**src/rtl/nibble_serial_adder.sv**
```systemverilog
// nibble_serial_adder
//   Adds two W-bit operands (W = 4*NIBBLES) one nibble at a time through an
//   external 4-bit adder. Nibbles are processed LSB-first. The carry returned
//   by the adder for one nibble is fed back as the carry into the next nibble.
//
//   Optional feature: define NIBBLE_SERIAL_SUB_EN to add the 'sub' input.
//   When sub is captured high, the block computes A - B, formed as
//   A + ~B + 1. In that mode c_out = 1 means no borrow occurred.
//
// Ports
//   clk    in   1  rising-edge clock
//   reset  in   1  asynchronous active-high reset
//   start  in   1  request an addition (accepted only in IDLE)
//   a, b   in   W  operands, captured when start is accepted
//   c_in   in   1  carry into nibble 0, captured when start is accepted
//   sub    in   1  (NIBBLE_SERIAL_SUB_EN only) subtract, captured with the operands
//   x, y   out  4  current A / B nibble sent to the external adder
//   ci     out  1  carry sent to the external adder
//   s, co  in   4/1 sum and carry returned by the external adder
//   sum    out  W  result, valid in DONE and in the IDLE that follows
//   c_out  out  1  final carry, valid in DONE and in the IDLE that follows
//   busy   out  1  high while a nibble is being processed (ADD)
//   done   out  1  one-cycle pulse when the result is valid (DONE)
module nibble_serial_adder #(
  parameter int NIBBLES = 4
) (
  input  logic                   clk,
  input  logic                   reset,
  input  logic                   start,
  input  logic [4*NIBBLES-1:0]   a,
  input  logic [4*NIBBLES-1:0]   b,
  input  logic                   c_in,
`ifdef NIBBLE_SERIAL_SUB_EN
  input  logic                   sub,
`endif
  output logic [3:0]             x,
  output logic [3:0]             y,
  output logic                   ci,
  input  logic [3:0]             s,
  input  logic                   co,
  output logic [4*NIBBLES-1:0]   sum,
  output logic                   c_out,
  output logic                   busy,
  output logic                   done
);

  localparam int W     = 4 * NIBBLES;
  localparam int IDX_W = $clog2(NIBBLES);
  localparam logic [IDX_W-1:0] LAST_IDX = IDX_W'(NIBBLES - 1);
  localparam logic [IDX_W-1:0] IDX_ONE  = IDX_W'(1);

  typedef enum logic [1:0] {
    IDLE = 2'd0,
    ADD  = 2'd1,
    DONE = 2'd2
  } state_t;

  state_t           state_r;
  state_t           state_s;
  logic [IDX_W-1:0] idx_r;
  logic             carry_r;
  logic [W-1:0]     a_r;
  logic [W-1:0]     b_r;
  logic [W-1:0]     sum_r;
  logic             c_out_r;
  logic             busy_r;
  logic             done_r;
  logic             sub_s;
  logic             sub_r;
  logic [3:0]       b_nib_s;

`ifdef NIBBLE_SERIAL_SUB_EN
  assign sub_s = sub;
`else
  assign sub_s = 1'b0;
`endif

  // State register
  always_ff @(posedge clk or posedge reset) begin
    if (reset) begin
      state_r <= IDLE;
    end else begin
      state_r <= state_s;
    end
  end

  // Next-state logic
  always_comb begin
    state_s = state_r;
    case (state_r)
      IDLE: begin
        if (start) begin
          state_s = ADD;
        end else begin
          state_s = IDLE;
        end
      end
      ADD: begin
        if (idx_r == LAST_IDX) begin
          state_s = DONE;
        end else begin
          state_s = ADD;
        end
      end
      DONE:    state_s = IDLE;
      default: state_s = IDLE;
    endcase
  end

  // Operand capture, nibble sequencing, result accumulation and status flags
  always_ff @(posedge clk or posedge reset) begin
    if (reset) begin
      idx_r   <= '0;
      carry_r <= 1'b0;
      a_r     <= '0;
      b_r     <= '0;
      sum_r   <= '0;
      c_out_r <= 1'b0;
      sub_r   <= 1'b0;
      busy_r  <= 1'b0;
      done_r  <= 1'b0;
    end else begin
      case (state_r)
        IDLE: begin
          if (start) begin
            a_r     <= a;
            b_r     <= b;
            idx_r   <= '0;
            sub_r   <= sub_s;
            // Subtraction needs the +1 of the two's complement, so c_in is ignored
            carry_r <= sub_s ? 1'b1 : c_in;
          end
        end
        ADD: begin
          sum_r[{idx_r, 2'b00} +: 4] <= s;
          carry_r                    <= co;
          if (idx_r == LAST_IDX) begin
            idx_r   <= '0;
            c_out_r <= co;
          end else begin
            idx_r <= idx_r + IDX_ONE;
          end
        end
        DONE: begin
        end
        default: begin
        end
      endcase
      // Flags follow the state being entered so they line up with it
      busy_r <= (state_s == ADD);
      done_r <= (state_s == DONE);
    end
  end

  // Drive the external adder only in ADD; quiet zeros elsewhere
  always_comb begin
    x       = 4'd0;
    y       = 4'd0;
    ci      = 1'b0;
    b_nib_s = b_r[{idx_r, 2'b00} +: 4];
    if (state_r == ADD) begin
      x  = a_r[{idx_r, 2'b00} +: 4];
      y  = sub_r ? ~b_nib_s : b_nib_s;
      ci = carry_r;
    end else begin
      x  = 4'd0;
      y  = 4'd0;
      ci = 1'b0;
    end
  end

  assign sum   = sum_r;
  assign c_out = c_out_r;
  assign busy  = busy_r;
  assign done  = done_r;

endmodule

```
**config.mk**
```make
export PLATFORM = sky130hd
export DESIGN_NAME = nibble_serial_adder
export DESIGN_NICKNAME = d
export VERILOG_FILES = /design/src/rtl/nibble_serial_adder.sv
export SDC_FILE = /design/constraint.sdc
export NUM_CORES = 1
export LEC_CHECK = 0
export ABC_CLOCK_PERIOD_IN_PS = 2450
export BUFFER_PORTS_ARGS = -buffer_cell sky130_fd_sc_hd__buf_2
export CAP_MARGIN = 20
export CORE_MARGIN = 5
export CORE_UTILIZATION = 52
export CTS_CLUSTER_SIZE = 28
export DETAILED_ROUTE_END_ITERATION = 6
export PLACE_DENSITY = 0.82
export SLEW_MARGIN = 20
export SYNTH_ARGS = -nofsm -noshare
export SYNTH_HDL_FRONTEND = slang
export SYNTH_SLANG_ARGS = --single-unit
```
**constraint.sdc**
```tcl
create_clock -name clk -period 2.45 [get_ports clk]
set_input_delay 0.1225 -clock clk [delete_from_list [all_inputs] [get_ports clk]]
set_output_delay 0.1225 -clock clk [all_outputs]
set_load 0.02 [all_outputs]
```
After elaboration in Yosys (flattened, before gate mapping)
Index checks and enable logic that the tools add are counted.

word-level totals
  logic and storage cells = 37
  output and inout port bits = 28
  bits of input ports = 41
  flip-flop bits (word level) = 56

operators by class
  muxes and demuxes = 12
  shift operators = 4
  $add $sub $neg = 2
  equality and inequality tests = 5
  reduce and logical (&&, ||, !) cells = 5

operators with widths
  cell                      count
  $shiftx A16 B5 Y4         2
  $bwmux W16                1
  $shift A4 B6 Y16 const A  1
  $shiftx A4 B6 Y16         1
  $mux W4                   2
  $pmux W2 S2               2
  $mux W2                   3
  $neg A4 Y6                1
  $reduce_and A2 Y1         3
  $eq A2 B1 Y1 const B      2
  $eq A2 B2 Y1 const B      2
  $mux W1                   3
  $add A2 B1 Y2 const B     1
  $logic_not A2 Y1          1
  $ne A2 B2 Y1 const B      1
  $pmux W1 S2               1
  $reduce_bool A2 Y1        1

Logic depth before layout (Yosys ltp)
Gate-level depths: netlist of the first run.

  word-level depth = 4
  mapped depth = 6
  mapped depth without buffers = 4

Least setup slack after synthesis of the first run
No wires, ideal clock.

  kind = reg-to-reg
  start = register idx_r[1]
  end = register sum_r[12] (netlist: sum[12])
  clock period less this slack = 2,161 ps
  setup slack = 289 ps
  arrival = 2,060 ps
  library setup time = 101 ps
  cell stages (with the launch flop) = 7
  buffers on the path = 2
  required time = 2,349 ps
  path through = dfrtp_1 buf_2 buf_2 inv_1 ha_1 or4b_4 o32ai_1

between the ends
  cells in the longest elaborated chain, start to end = 3
  elaborated cells between the ends (all ways) = 4
  classes of those cells = 1 x add/sub; 2 x shift; 1 x mux

RTL lines
  element                                                RTL line  source
  start: declaration                                     60        logic [IDX_W-1:0] idx_r;
  start signal: assignment                               141       idx_r <= idx_r + IDX_ONE;
  $neg A4 Y6 *                                           135       sum_r[{idx_r, 2'b00} +: 4] <= s;
  $shiftx A4 B6 Y16 or $shift A4 B6 Y16 (tied branches)  135
  $bwmux W16 *                                           135
  end signal: indexed assignment                         135
  end: declaration                                       64        logic [W-1:0] sum_r;

Every way passes the cells marked *; elsewhere a longest branch is shown, timed or not.
A chain may end at the register's enable or synchronous reset.

Worst setup path in the final report of the first run
  start = register state_r[0]
  end = output x[2]

between the ends
  cells in the longest elaborated chain, start to end = 2

RTL lines
  element                   RTL line  source
  start: declaration        58        state_t state_r;
  start signal: assignment  83        state_r <= state_s;
  $eq A2 B1 Y1              161       if (state_r == ADD) begin
  $mux W4                   161
  end: declaration          36        output logic [3:0] x,

Every way passes these cells.

==> results of run 1 <==
[metal layers]
metal | vias up | track usage [%]
li1 | 865 | -
met1 | 836 | 22.6
met2 | 64 | 28.2
met3 | 3 | 5.43
met4 | 0 | 3.89
met5 | - | 0
[worst max-delay path by stage]
stage	start	end	slack, ps	depth (start not counted)
after floorplan	idx_r[1]$_DFFE_PP0P_	sum[12]$_DFFE_PP0P_	290	6
after global placement	idx_r[0]$_DFFE_PP0P_	sum[15]$_DFFE_PP0P_	570	4
after detailed placement	idx_r[0]$_DFFE_PP0P_	sum[14]$_DFFE_PP0P_	490	4
after CTS	state_r[0]$_DFF_PP0_	x[2]	360	3
after global routing	state_r[0]$_DFF_PP0_	x[2]	300	3
final	state_r[0]$_DFF_PP0_	x[2]	380	3
[state kept, by name, summed over array words and instances, names as in the netlist]
name and flops:
carry_r 1, state_r 2, c_out 1, sum 16, busy 1, done 1
idx_r 2, b_r 16, a_r 16
[worst min-delay path, cell delays in order]
cell	delay, ps
buf_2	100
inv_2	30
buf_4	540
[power by group]
part / total [mW] / switching [mW] / internal (mW)
combinational: 2.05 / 1.14 / 0.909
sequential: 1.66 / 0.278 / 1.38
clock: 0.510 / 0.284 / 0.226
[cell type report]
type	count	area, µm²
clock buffers	6	82.6
inverters	19	71.3
flip-flops and latches	56	1400
repair buffers	71	363
clock inverters	2	10.0
well taps	67	83.8
multi-input cells	118	1060
fillers	412	1710
[cells by family (layout without fill, tap and decap cells)]
logic type	after synthesis	after routing	share of synthesized area (%)
flops	56	56	53.7
mux	49	49	20.4
simple gates	34	34	8.87
buf+inv	32	98	5.52
compound gates	30	30	9.11
fa+ha+maj	5	5	2.40
[cell usage in the layout, fill, tap and decap left out, drive strengths merged, types with 2 or more instances in the layout]
cell,Yosys,layout
and3b,5,5
buf,8,71
clkbuf,5,6
clkinv,0,2
dfrtp,56,56
ha,5,5
inv,19,19
mux2,33,33
mux2i,16,16
nand2,16,16
nand3b,2,2
o21bai,3,3
o22ai,8,8
o32ai,16,16
or3b,2,2
or4b,2,2
[per-stage QoR]
step                worst slack (ps)  area (µm²)  utilization [%]  cells  hold slack [ps]
detailed placement               487        2980             62.3    331              346
global route                     296        3080             64.3    339             28.1
CTS                              359        3080             64.3    339             12.6
global placement                 574        2980             62.3    331              337
floorplan                        289        2610                -    206              257
finish                           383        3080             64.3    339            -7.58
==> impl_metrics.prom, run 1 <==
# TYPE chip_impl_metric gauge
chip_impl_metric{name="p_total",unit="mW"} 4.23
chip_impl_info{name="violations",value="negative hold slack"} 1
chip_impl_metric{name="report.final.hold_viol_count",unit=""} 22
chip_impl_metric{name="drc",unit=""} 0
chip_impl_metric{name="synthesis.nets",unit=""} 252
chip_impl_info{name="hp-class",value="in -> async"} 1
chip_impl_metric{name="crit_arrival",unit="ps"} 1940
chip_impl_metric{name="initial_utilization",unit="%"} 54.5
chip_impl_metric{name="timing.slew.headroom",unit="%"} 54.9
chip_impl_metric{name="numPortBuffers",unit=""} 68
chip_impl_metric{name="max_cap_viol",unit=""} 0
chip_impl_metric{name="power.static_leakage",unit="nW"} 1.45
chip_impl_metric{name="cts_setup_buffers",unit=""} 0
chip_impl_info{name="critPathLaunchType",value="register"} 1
chip_impl_metric{name="cts_buffers",unit=""} 5
chip_impl_metric{name="setup-tns-final",unit="ps"} 0
chip_impl_metric{name="route.layer.met1.wl",unit="mm"} 2.28
chip_impl_metric{name="whs",unit="ps"} -7.58
chip_impl_metric{name="wire_length_on_met3",unit="µm"} 432
chip_impl_info{name="netlist_top_cells_area",value="dfrtp_1, mux2_2, mux2i_1"} 1
chip_impl_metric{name="rrSetupSlack",unit="ps"} 460
chip_impl_metric{name="synth_warnings",unit=""} 0
chip_impl_metric{name="final-setup-viol-count",unit=""} 0
chip_impl_info{name="synth_common_cells",value="dfrtp_1, mux2_2, inv_1"} 1
chip_impl_metric{name="number_of_detailed_route_iterations_in_the_first_pass",unit=""} 4
chip_impl_metric{name="grt_util_all_layers",unit="%"} 17.3
chip_impl_metric{name="peakVddDrop",unit="mV"} 0.780
chip_impl_info{name="synth_flop_cell",value="dfrtp_1"} 1
chip_impl_info{name="rsz0062_at_grt",value="no"} 1
chip_impl_metric{name="clk_pin_slew",unit="ps"} 90
chip_impl_metric{name="synth_top_cell_area_share",unit="%"} 53.7
chip_impl_metric{name="globalRoute.totalOverflow",unit=""} 0
chip_impl_metric{name="synth_enable_flop_cells",unit=""} 0
chip_impl_metric{name="met2RoutedLength",unit="mm"} 2.42
chip_impl_metric{name="nNetsFinal",unit=""} 317
chip_impl_metric{name="mapped_cells",unit=""} 206
chip_impl_metric{name="core.rowCount",unit=""} 25
chip_impl_metric{name="boundaryPins",unit=""} 69
chip_impl_info{name="highest_layer",value="met4"} 1
chip_impl_metric{name="timing_worst_slew_pin_value",unit="ps"} 676
chip_impl_info{name="status",value="finished with violations"} 1
chip_impl_metric{name="core_region_area",unit="µm²"} 4790
chip_impl_metric{name="maximum_achievable_frequency",unit="MHz"} 484
chip_impl_metric{name="htree_levels",unit=""} 2
chip_impl_metric{name="drt_iter0_drc",unit=""} 82
chip_impl_metric{name="fp.dieArea",unit="µm²"} 6530
chip_impl_metric{name="fin_worst_skew",unit="ps"} 4.18
chip_impl_metric{name="timing.final.max_slew_violations",unit=""} 0
chip_impl_metric{name="powerDensity",unit="nW/µm²"} 1370
chip_impl_info{name="yosysMostFrequentCell",value="dfrtp_1"} 1
chip_impl_info{name="reg2reg_to",value="sum[14]$_DFFE_PP0P_"} 1
chip_impl_metric{name="grt_start_max_net_pins",unit=""} 57
chip_impl_metric{name="drtAntennaViolNets",unit=""} 0
chip_impl_metric{name="route.vias.total",unit=""} 1768
chip_impl_metric{name="synth_cell_type_count",unit=""} 28
chip_impl_metric{name="synth_seq_cells",unit=""} 56
chip_impl_info{name="critical_path_endpoint_category",value="output port"} 1
chip_impl_metric{name="detail_route.wl_per_cell",unit="µm"} 15.3
chip_impl_metric{name="r2r.worst_path.cells",unit=""} 4
chip_impl_metric{name="synthToLayoutAreaGrowth",unit="%"} 17.9
chip_impl_metric{name="clock_insertion_delay_worst_skew",unit="ps"} 310
chip_impl_metric{name="drt-total-wl",unit="mm"} 5.17
chip_impl_metric{name="dp.final_hpwl",unit="mm"} 3.76
chip_impl_info{name="cpMaxStageDelayCell",value="dfrtp_1"} 1
chip_impl_metric{name="post_cts_resize_count",unit=""} 0
chip_impl_metric{name="grt_pass1_wl",unit="mm"} 8.72
chip_impl_metric{name="netlist_area",unit="µm²"} 2610
chip_impl_info{name="critPathKind",value="reg -> out"} 1
chip_impl_metric{name="postSynthAreaPerCell",unit="µm²"} 12.7
chip_impl_metric{name="via_count_normalized_by_instance_count",unit=""} 5.22
chip_impl_metric{name="globalplace.congestion",unit=""} 0.876
chip_impl_info{name="yosysTopAreaCell",value="dfrtp_1"} 1
chip_impl_metric{name="cts.sinks",unit=""} 56
chip_impl_metric{name="bufs_and_invs_on_worst_path",unit=""} 1
chip_impl_metric{name="vias_in_the_first_global_route",unit=""} 1851
chip_impl_info{name="cp_cell_sequence",value="or3b_2 > o22ai_1 > buf_2"} 1
chip_impl_metric{name="synth-seq-area-share",unit="%"} 53.7
chip_impl_metric{name="number_of_antenna_violations_at_the_first_check_in_global_routing",unit=""} 0
chip_impl_metric{name="cp.required",unit="ps"} 2330
chip_impl_metric{name="dieHeight",unit="µm"} 80.8
chip_impl_metric{name="crit_path_max_fanout",unit=""} 14
chip_impl_metric{name="post_route_cells_drive_above_1_share",unit="%"} 42.6
chip_impl_info{name="critical_path.reg2reg.startpoint",value="idx_r[0]$_DFFE_PP0P_"} 1
chip_impl_metric{name="finalCritPeriodShare",unit="%"} 84.4
chip_impl_info{name="cts-root-buf",value="clkbuf_8"} 1
chip_impl_metric{name="n_antenna_cell",unit=""} 0
chip_impl_info{name="cts_tree",value="yes"} 1
chip_impl_metric{name="synth_async_sr_flop_share",unit="%"} 100
chip_impl_metric{name="clock_tree.buffer_depth",unit=""} 2
chip_impl_metric{name="fp.dieW",unit="µm"} 80.8
chip_impl_info{name="critical-path-top-delay-family",value="flip-flops"} 1
chip_impl_metric{name="crit_path_max_incr_delay",unit="ps"} 620
chip_impl_metric{name="finalWorstPathRequiredPeriod",unit="ps"} 2070
chip_impl_metric{name="hold_buffers",unit=""} 0
Power figures use the tool's default switching activity.
==> inputs of run 2 (changes only) <==
- ABC_CLOCK_PERIOD_IN_PS: 2450 -> 2100
- clock period: 2.45 -> 2.1 ns (I/O delays scaled with it)
==> impl_metrics.prom, run 2 (same netlist as run 1, synthesis figures left out) <==
# TYPE chip_impl_metric gauge
chip_impl_info{name="status",value="finished, final reports clean"} 1
chip_impl_metric{name="n_antenna_cell",unit=""} 0
chip_impl_metric{name="switching_share",unit="%"} 39.4
chip_impl_metric{name="met2_track_usage_gr",unit="%"} 28.3
chip_impl_metric{name="vias_in_the_first_global_route",unit=""} 1867
chip_impl_metric{name="clock_tree.buffer_depth",unit=""} 2
chip_impl_metric{name="powerDensity",unit="nW/µm²"} 1600
chip_impl_info{name="cpMaxStageDelayCell",value="or3b_2"} 1
chip_impl_metric{name="p_int",unit="mW"} 3.07
chip_impl_info{name="rsz0062_at_grt",value="no"} 1
chip_impl_metric{name="grt_pass1_wl",unit="mm"} 8.69
chip_impl_metric{name="core.rowCount",unit=""} 25
chip_impl_metric{name="clk_pin_slew",unit="ps"} 100
chip_impl_metric{name="number_of_detailed_route_iterations_in_the_first_pass",unit=""} 4
chip_impl_metric{name="drt-total-wl",unit="mm"} 5.09
chip_impl_metric{name="fin_util",unit="%"} 65.9
chip_impl_metric{name="r2r.worst_path.cells",unit=""} 4
chip_impl_metric{name="drtAntennaViolNets",unit=""} 0
chip_impl_metric{name="cts_buffers",unit=""} 5
chip_impl_metric{name="net_switching_power",unit="mW"} 1.99
chip_impl_metric{name="max_cap_viol",unit=""} 0
chip_impl_metric{name="route.vias.total",unit=""} 1792
chip_impl_metric{name="timing_worst_slew_pin_value",unit="ps"} 620
chip_impl_metric{name="worst-path-stages",unit=""} 3
chip_impl_metric{name="numPortBuffers",unit=""} 68
chip_impl_metric{name="dp.final_hpwl",unit="mm"} 3.78
chip_impl_metric{name="drt_iter0_drc",unit=""} 57
chip_impl_metric{name="initial_utilization",unit="%"} 54.5
chip_impl_metric{name="post_route_cells_drive_above_1_share",unit="%"} 43.1
chip_impl_metric{name="bufs_and_invs_on_worst_path",unit=""} 1
chip_impl_metric{name="grt_start_max_net_pins",unit=""} 41
chip_impl_metric{name="gr-usage-met1",unit="%"} 22.1
chip_impl_metric{name="crit_arrival",unit="ps"} 1870
chip_impl_metric{name="min_path_cells",unit=""} 2
chip_impl_info{name="cts-root-buf",value="clkbuf_8"} 1
chip_impl_metric{name="maximum_achievable_frequency",unit="MHz"} 506
chip_impl_metric{name="fp.dieW",unit="µm"} 80.8
chip_impl_metric{name="peakVddDrop",unit="mV"} 0.750
chip_impl_metric{name="boundaryPins",unit=""} 69
chip_impl_metric{name="grt_util_all_layers",unit="%"} 17.3
chip_impl_info{name="hp-class",value="in -> reg"} 1
chip_impl_info{name="global_route.peak_usage_layer",value="met2"} 1
chip_impl_metric{name="sequentialPowerShare",unit="%"} 37.8
chip_impl_metric{name="globalRoute.totalOverflow",unit=""} 0
chip_impl_metric{name="cp.required",unit="ps"} 2000
chip_impl_metric{name="final-setup-viol-count",unit=""} 0
chip_impl_metric{name="power.static_leakage",unit="nW"} 1.48
chip_impl_metric{name="synthToLayoutAreaGrowth",unit="%"} 21.0
chip_impl_info{name="cts_tree",value="yes"} 1
chip_impl_metric{name="timing.slew.headroom",unit="%"} 58.7
chip_impl_info{name="critical_path_endpoint_category",value="output port"} 1
chip_impl_metric{name="crit_path_max_fanout",unit=""} 14
chip_impl_metric{name="share_clk_of_total_power",unit="%"} 13.7
chip_impl_metric{name="drc",unit=""} 0
chip_impl_info{name="critical-path-top-delay-family",value="simple AND/OR/NAND/NOR gates"} 1
chip_impl_metric{name="fp.dieArea",unit="µm²"} 6530
chip_impl_metric{name="fin_worst_skew",unit="ps"} 4.32
chip_impl_metric{name="cts.sinks",unit=""} 56
chip_impl_metric{name="combinationalPowerShare",unit="%"} 48.5
chip_impl_metric{name="report.final.hold_viol_count",unit=""} 0
chip_impl_info{name="critPathLaunchType",value="register"} 1
chip_impl_metric{name="htree_levels",unit=""} 2
chip_impl_metric{name="dieHeight",unit="µm"} 80.8
chip_impl_info{name="critPathKind",value="reg -> out"} 1
chip_impl_info{name="final_cell_mix",value="buf_2, dfrtp_1, mux2_2"} 1
chip_impl_metric{name="nNetsFinal",unit=""} 321
chip_impl_metric{name="clock_insertion_delay_worst_skew",unit="ps"} 310
chip_impl_metric{name="via_count_normalized_by_instance_count",unit=""} 5.22
chip_impl_metric{name="detail_route.wl_per_cell",unit="µm"} 14.8
chip_impl_metric{name="globalplace.congestion",unit=""} 0.744
chip_impl_metric{name="finalCritPeriodShare",unit="%"} 94.1
chip_impl_metric{name="crit_path_max_incr_delay",unit="ps"} 620
chip_impl_metric{name="number_of_antenna_violations_at_the_first_check_in_global_routing",unit=""} 0
chip_impl_metric{name="finalWorstPathRequiredPeriod",unit="ps"} 1980
chip_impl_info{name="cp_cell_sequence",value="or3b_2 > o22ai_1 > buf_2"} 1
chip_impl_metric{name="gr-usage-met3",unit="%"} 5.65
chip_impl_metric{name="n_fill_cell",unit=""} 381
chip_impl_metric{name="setup-tns-final",unit="ps"} 0
chip_impl_metric{name="timing.final.max_slew_violations",unit=""} 0
chip_impl_info{name="final_common_cell",value="buf_2"} 1
chip_impl_metric{name="core_region_area",unit="µm²"} 4790
run 2: cell types whose count changed in the layout (fill, tap and decap cells not counted):
cell | before | now
clkinv_2 | 2 | 1
dfrtp_2 | 0 | 1
clkinvlp_4 | 0 | 1
dfrtp_1 | 56 | 55
clkbuf_8 | 6 | 5
dlygate4sd3_1 | 0 | 2
buf_12 | 0 | 2
bufinv_16 | 0 | 1
run 2: worst paths after layout:
path / startpoint / slack [ps] / end
setup / recovery: state_r[1]$_DFF_PP0_ / 120 / x[2]
hold / removal: b[10] / 20 / b_r[10]$_DFFE_PP0P_
setup reg to reg: idx_r[1]$_DFFE_PP0P_ / 340 / sum[14]$_DFFE_PP0P_
hold reg to reg: a_r[1]$_DFFE_PP0P_ / 510 / a_r[1]$_DFFE_PP0P_
max in group asynchronous: reset / 1260 / state_r[0]$_DFF_PP0_
min in group asynchronous: reset / 310 / b_r[14]$_DFFE_PP0P_
run 2: area by class of cell:
type	instances	area (µm²)	area share (%)
repair buffers	75	423	13.4
clock inverters	3	42.5	1.35
multi-input cells	118	1060	33.7
inverters	19	71.3	2.26
well taps	67	83.8	2.66
clock buffers	5	68.8	2.18
flip-flops and latches	56	1400	44.4
run 2: metal layers:
layer	vias up	wire length, µm
li1	881	-
met1	858	2270
met2	48	2400
met3	5	366
met4	0	51
met5	-	0
run 2: power groups by stage:
stage / Combinational, mW / Sequential (mW) / Clock (mW)
2_1_floorplan: 1.67 / 2.08 / 0
3_3_place_gp: 2.43 / 1.91 / 0
3_5_place_dp: 2.48 / 1.94 / 0
4_1_cts: 2.49 / 1.92 / 0.715
5_1_grt: 2.69 / 1.99 / 0.761
6_report: 2.45 / 1.91 / 0.694
run 2: worst reg2reg max path, cell delays in order, from the launching register on:
cell and delay [ps]:
dfrtp_1 390, inv_1 120, ha_1 290, or4b_4 560, o32ai_1 300
run 2: repair_timing:
action	4_1_cts	5_1_grt
hold buffers	2	0
resized for setup	0	1
endpoints found under the setup margin	0	1
setup buffers	0	0
hold endpoints to repair	17	0
run 2: metrics by stage:
step | total power, mW | std cells | worst slack [ps] | hold slack (ps) | cell area, µm²
final | 5.06 | 343 | 125 | 19.3 | 3160
after global routing | 5.45 | 343 | 45.0 | 8.57 | 3160
after CTS | 5.12 | 343 | 54.9 | 7.95 | 3150
after floorplan | 3.75 | 206 | 25.3 | 240 | 2610
after detailed placement | 4.42 | 333 | 357 | 103 | 3020
after global placement | 4.34 | 333 | 430 | 106 | 3020
==> inputs of run 3 (changes only) <==
- GPL_TIMING_DRIVEN: unset -> 0
- SLEW_MARGIN: 20 -> unset
==> impl_metrics.prom, run 3 (same netlist as run 1, synthesis figures left out) <==
# TYPE chip_impl_metric gauge
chip_impl_metric{name="numPortBuffers",unit=""} 68
chip_impl_info{name="cpMaxStageDelayCell",value="or4b_4"} 1
chip_impl_metric{name="max_cap_viol",unit=""} 0
chip_impl_metric{name="grt_util_all_layers",unit="%"} 17.8
chip_impl_info{name="cp_cell_sequence",value="buf_12 > inv_1 > ha_1 > or4b_4 > o32ai_1"} 1
chip_impl_metric{name="number_of_antenna_violations_at_the_first_check_in_global_routing",unit=""} 0
chip_impl_info{name="cts_tree",value="yes"} 1
chip_impl_metric{name="vias_in_the_first_global_route",unit=""} 1851
chip_impl_metric{name="p_total",unit="mW"} 5.08
chip_impl_metric{name="detail_route.wl_per_cell",unit="µm"} 15.4
chip_impl_metric{name="combinationalPowerShare",unit="%"} 51.7
chip_impl_metric{name="number_of_detailed_route_iterations_in_the_first_pass",unit=""} 4
chip_impl_metric{name="report.final.hold_viol_count",unit=""} 0
chip_impl_metric{name="finalCritPeriodShare",unit="%"} 95.7
chip_impl_info{name="critPathLaunchType",value="register"} 1
chip_impl_metric{name="fin_util",unit="%"} 66.4
chip_impl_metric{name="fp.dieW",unit="µm"} 80.8
chip_impl_metric{name="nNetsFinal",unit=""} 329
chip_impl_metric{name="htree_levels",unit=""} 2
chip_impl_metric{name="maximum_achievable_frequency",unit="MHz"} 497
chip_impl_metric{name="drt-total-wl",unit="mm"} 5.38
chip_impl_info{name="timing.hold.worst.start",value="a[1]"} 1
chip_impl_metric{name="post_route_cells_drive_above_1_share",unit="%"} 43.5
chip_impl_metric{name="drc",unit=""} 0
chip_impl_metric{name="final-setup-viol-count",unit=""} 0
chip_impl_metric{name="dp.final_hpwl",unit="mm"} 4.12
chip_impl_metric{name="crit_arrival",unit="ps"} 2210
chip_impl_metric{name="p_int",unit="mW"} 3.03
chip_impl_metric{name="switching_share",unit="%"} 40.3
chip_impl_info{name="final_cell_mix",value="buf_2, dfrtp_1, mux2_2"} 1
chip_impl_metric{name="fp.dieArea",unit="µm²"} 6530
chip_impl_info{name="hp-class",value="in -> reg"} 1
chip_impl_info{name="critPathKind",value="reg -> reg"} 1
chip_impl_metric{name="finalWorstPathRequiredPeriod",unit="ps"} 2010
chip_impl_info{name="critical_path_endpoint_category",value="register"} 1
chip_impl_metric{name="globalRoute.totalOverflow",unit=""} 0
chip_impl_metric{name="clock_insertion_delay_worst_skew",unit="ps"} 300
chip_impl_info{name="reg2reg_to",value="sum[10]$_DFFE_PP0P_"} 1
chip_impl_metric{name="min_path_cells",unit=""} 2
chip_impl_metric{name="drtAntennaViolNets",unit=""} 0
chip_impl_metric{name="globalplace.congestion",unit=""} 0.798
chip_impl_metric{name="rrSetupSlack",unit="ps"} 90
chip_impl_metric{name="post-place-ws",unit="ps"} -283
chip_impl_metric{name="clock_tree.buffer_depth",unit=""} 2
chip_impl_metric{name="synthToLayoutAreaGrowth",unit="%"} 21.8
chip_impl_info{name="critical_path.reg2reg.startpoint",value="idx_r[1]$_DFFE_PP0P_"} 1
chip_impl_metric{name="powerDensity",unit="nW/µm²"} 1600
chip_impl_metric{name="dieHeight",unit="µm"} 80.8
chip_impl_metric{name="initial_utilization",unit="%"} 54.5
chip_impl_metric{name="n_antenna_cell",unit=""} 0
chip_impl_metric{name="core.rowCount",unit=""} 25
chip_impl_metric{name="timing.final.max_slew_violations",unit=""} 0
chip_impl_info{name="hold_path_end",value="a_r[1]$_DFFE_PP0P_"} 1
chip_impl_metric{name="power.static_leakage",unit="nW"} 1.49
chip_impl_metric{name="route.vias.total",unit=""} 1860
chip_impl_info{name="status",value="finished, final reports clean"} 1
chip_impl_metric{name="number_of_cells_in_the_finished_layout_apart_from_fillers",unit=""} 350
chip_impl_metric{name="timing.slew.headroom",unit="%"} 72.7
chip_impl_metric{name="cp.required",unit="ps"} 2300
chip_impl_metric{name="r2r.worst_path.cells",unit=""} 5
chip_impl_metric{name="grt_start_max_net_pins",unit=""} 43
chip_impl_metric{name="grt_pass1_wl",unit="mm"} 8.96
chip_impl_metric{name="core_region_area",unit="µm²"} 4790
chip_impl_metric{name="cells_after_dpl",unit=""} 342
chip_impl_metric{name="drt_iter0_drc",unit=""} 59
chip_impl_metric{name="cts_buffers",unit=""} 5
chip_impl_info{name="cts-root-buf",value="clkbuf_8"} 1
chip_impl_info{name="final_common_cell",value="buf_2"} 1
chip_impl_metric{name="share_clk_of_total_power",unit="%"} 10.9
chip_impl_metric{name="peakVddDrop",unit="mV"} 0.798
chip_impl_metric{name="crit_path_max_incr_delay",unit="ps"} 550
chip_impl_metric{name="crit_path_max_fanout",unit=""} 17
chip_impl_metric{name="boundaryPins",unit=""} 69
chip_impl_metric{name="clk_pin_slew",unit="ps"} 100
chip_impl_metric{name="timing_worst_slew_pin_value",unit="ps"} 409
chip_impl_metric{name="sequentialPowerShare",unit="%"} 37.3
chip_impl_metric{name="fin_worst_skew",unit="ps"} 7.61
chip_impl_metric{name="via_count_normalized_by_instance_count",unit=""} 5.31
chip_impl_metric{name="net_switching_power",unit="mW"} 2.04
chip_impl_metric{name="cts.sinks",unit=""} 56
chip_impl_metric{name="final.setup.worst_slack",unit="ps"} 89.8
## run 3: cell count changes in the layout (fill, tap and decap cells not counted)
cell	change
clkbuf_1	+4
ha_1	-1
dfrtp_2	-1
dlygate4sd3_1	-1
bufinv_16	-1
buf_6	+1
ha_4	+1
buf_2	+2
buf_4	+2
dfrtp_1	+1
## run 3: worst max-delay path by stage
stage,from,endpoint,slack [ps],cells past startpoint
2_1_floorplan,idx_r[1]$_DFFE_PP0P_,sum[12]$_DFFE_PP0P_,30,6
3_3_place_gp,idx_r[1]$_DFFE_PP0P_,sum[14]$_DFFE_PP0P_,-230,6
3_5_place_dp,idx_r[1]$_DFFE_PP0P_,sum[13]$_DFFE_PP0P_,-280,6
4_1_cts,state_r[0]$_DFF_PP0_,x[0],9,4
5_1_grt,idx_r[1]$_DFFE_PP0P_,sum[13]$_DFFE_PP0P_,-20,5
6_report,idx_r[1]$_DFFE_PP0P_,sum[10]$_DFFE_PP0P_,90,5
## run 3: cell type report
cell class	count	area, µm²
Timing Repair Buffer	72	385
Multi-Input combinational cell	118	1080
Sequential cell	56	1400
Tap cell	67	83.8
Fill cell	398	1610
Buffer	11	78.8
Clock inverter	2	12.5
Clock buffer	5	68.8
Inverter	19	71.3
## run 3: stage by stage
stage	instance area (µm²)	setup TNS (ps)	hold slack (ps)
floorplan	2610	0	240
global placement	3040	-4580	323
detailed placement	3060	-2900	85.0
CTS	3140	0	4.82
global route	3180	-21.8	5.48
finish	3180	0	15.2
## run 3: what timing repair did
action,in CTS,in global routing
hold buffers,1,0
setup buffers,0,2
setup endpoints to repair,17,20
hold endpoints to repair,14,0
pin swaps,1,1
cloned,0,0
gates resized for setup,2,3
## run 3: critical path: cells and delay by family (launching register included)
family | cells | cell delay, ps
fa+ha+maj | 1 | 300
simple gates | 1 | 550
flops | 1 | 420
buf+inv | 2 | 320
compound gates | 1 | 300
## run 3: power by group through the flow
stage	Clock [mW]	Sequential (mW)	Combinational, mW
after CTS	0.574	1.90	2.56
after floorplan	0	2.08	1.67
after global placement	0	1.89	2.50
final	0.554	1.89	2.63
after global routing	0.622	1.96	2.87
after detailed placement	0	1.92	2.58
## run 3: metal layers
layer / vias up / global-route usage, % / routed length (µm)
met4: 0 / 4.56 / 80
met5: - / 0 / 0
met2: 59 / 29.8 / 2580
met1: 903 / 22.9 / 2340
met3: 9 / 4.88 / 383
li1: 889 / - / -
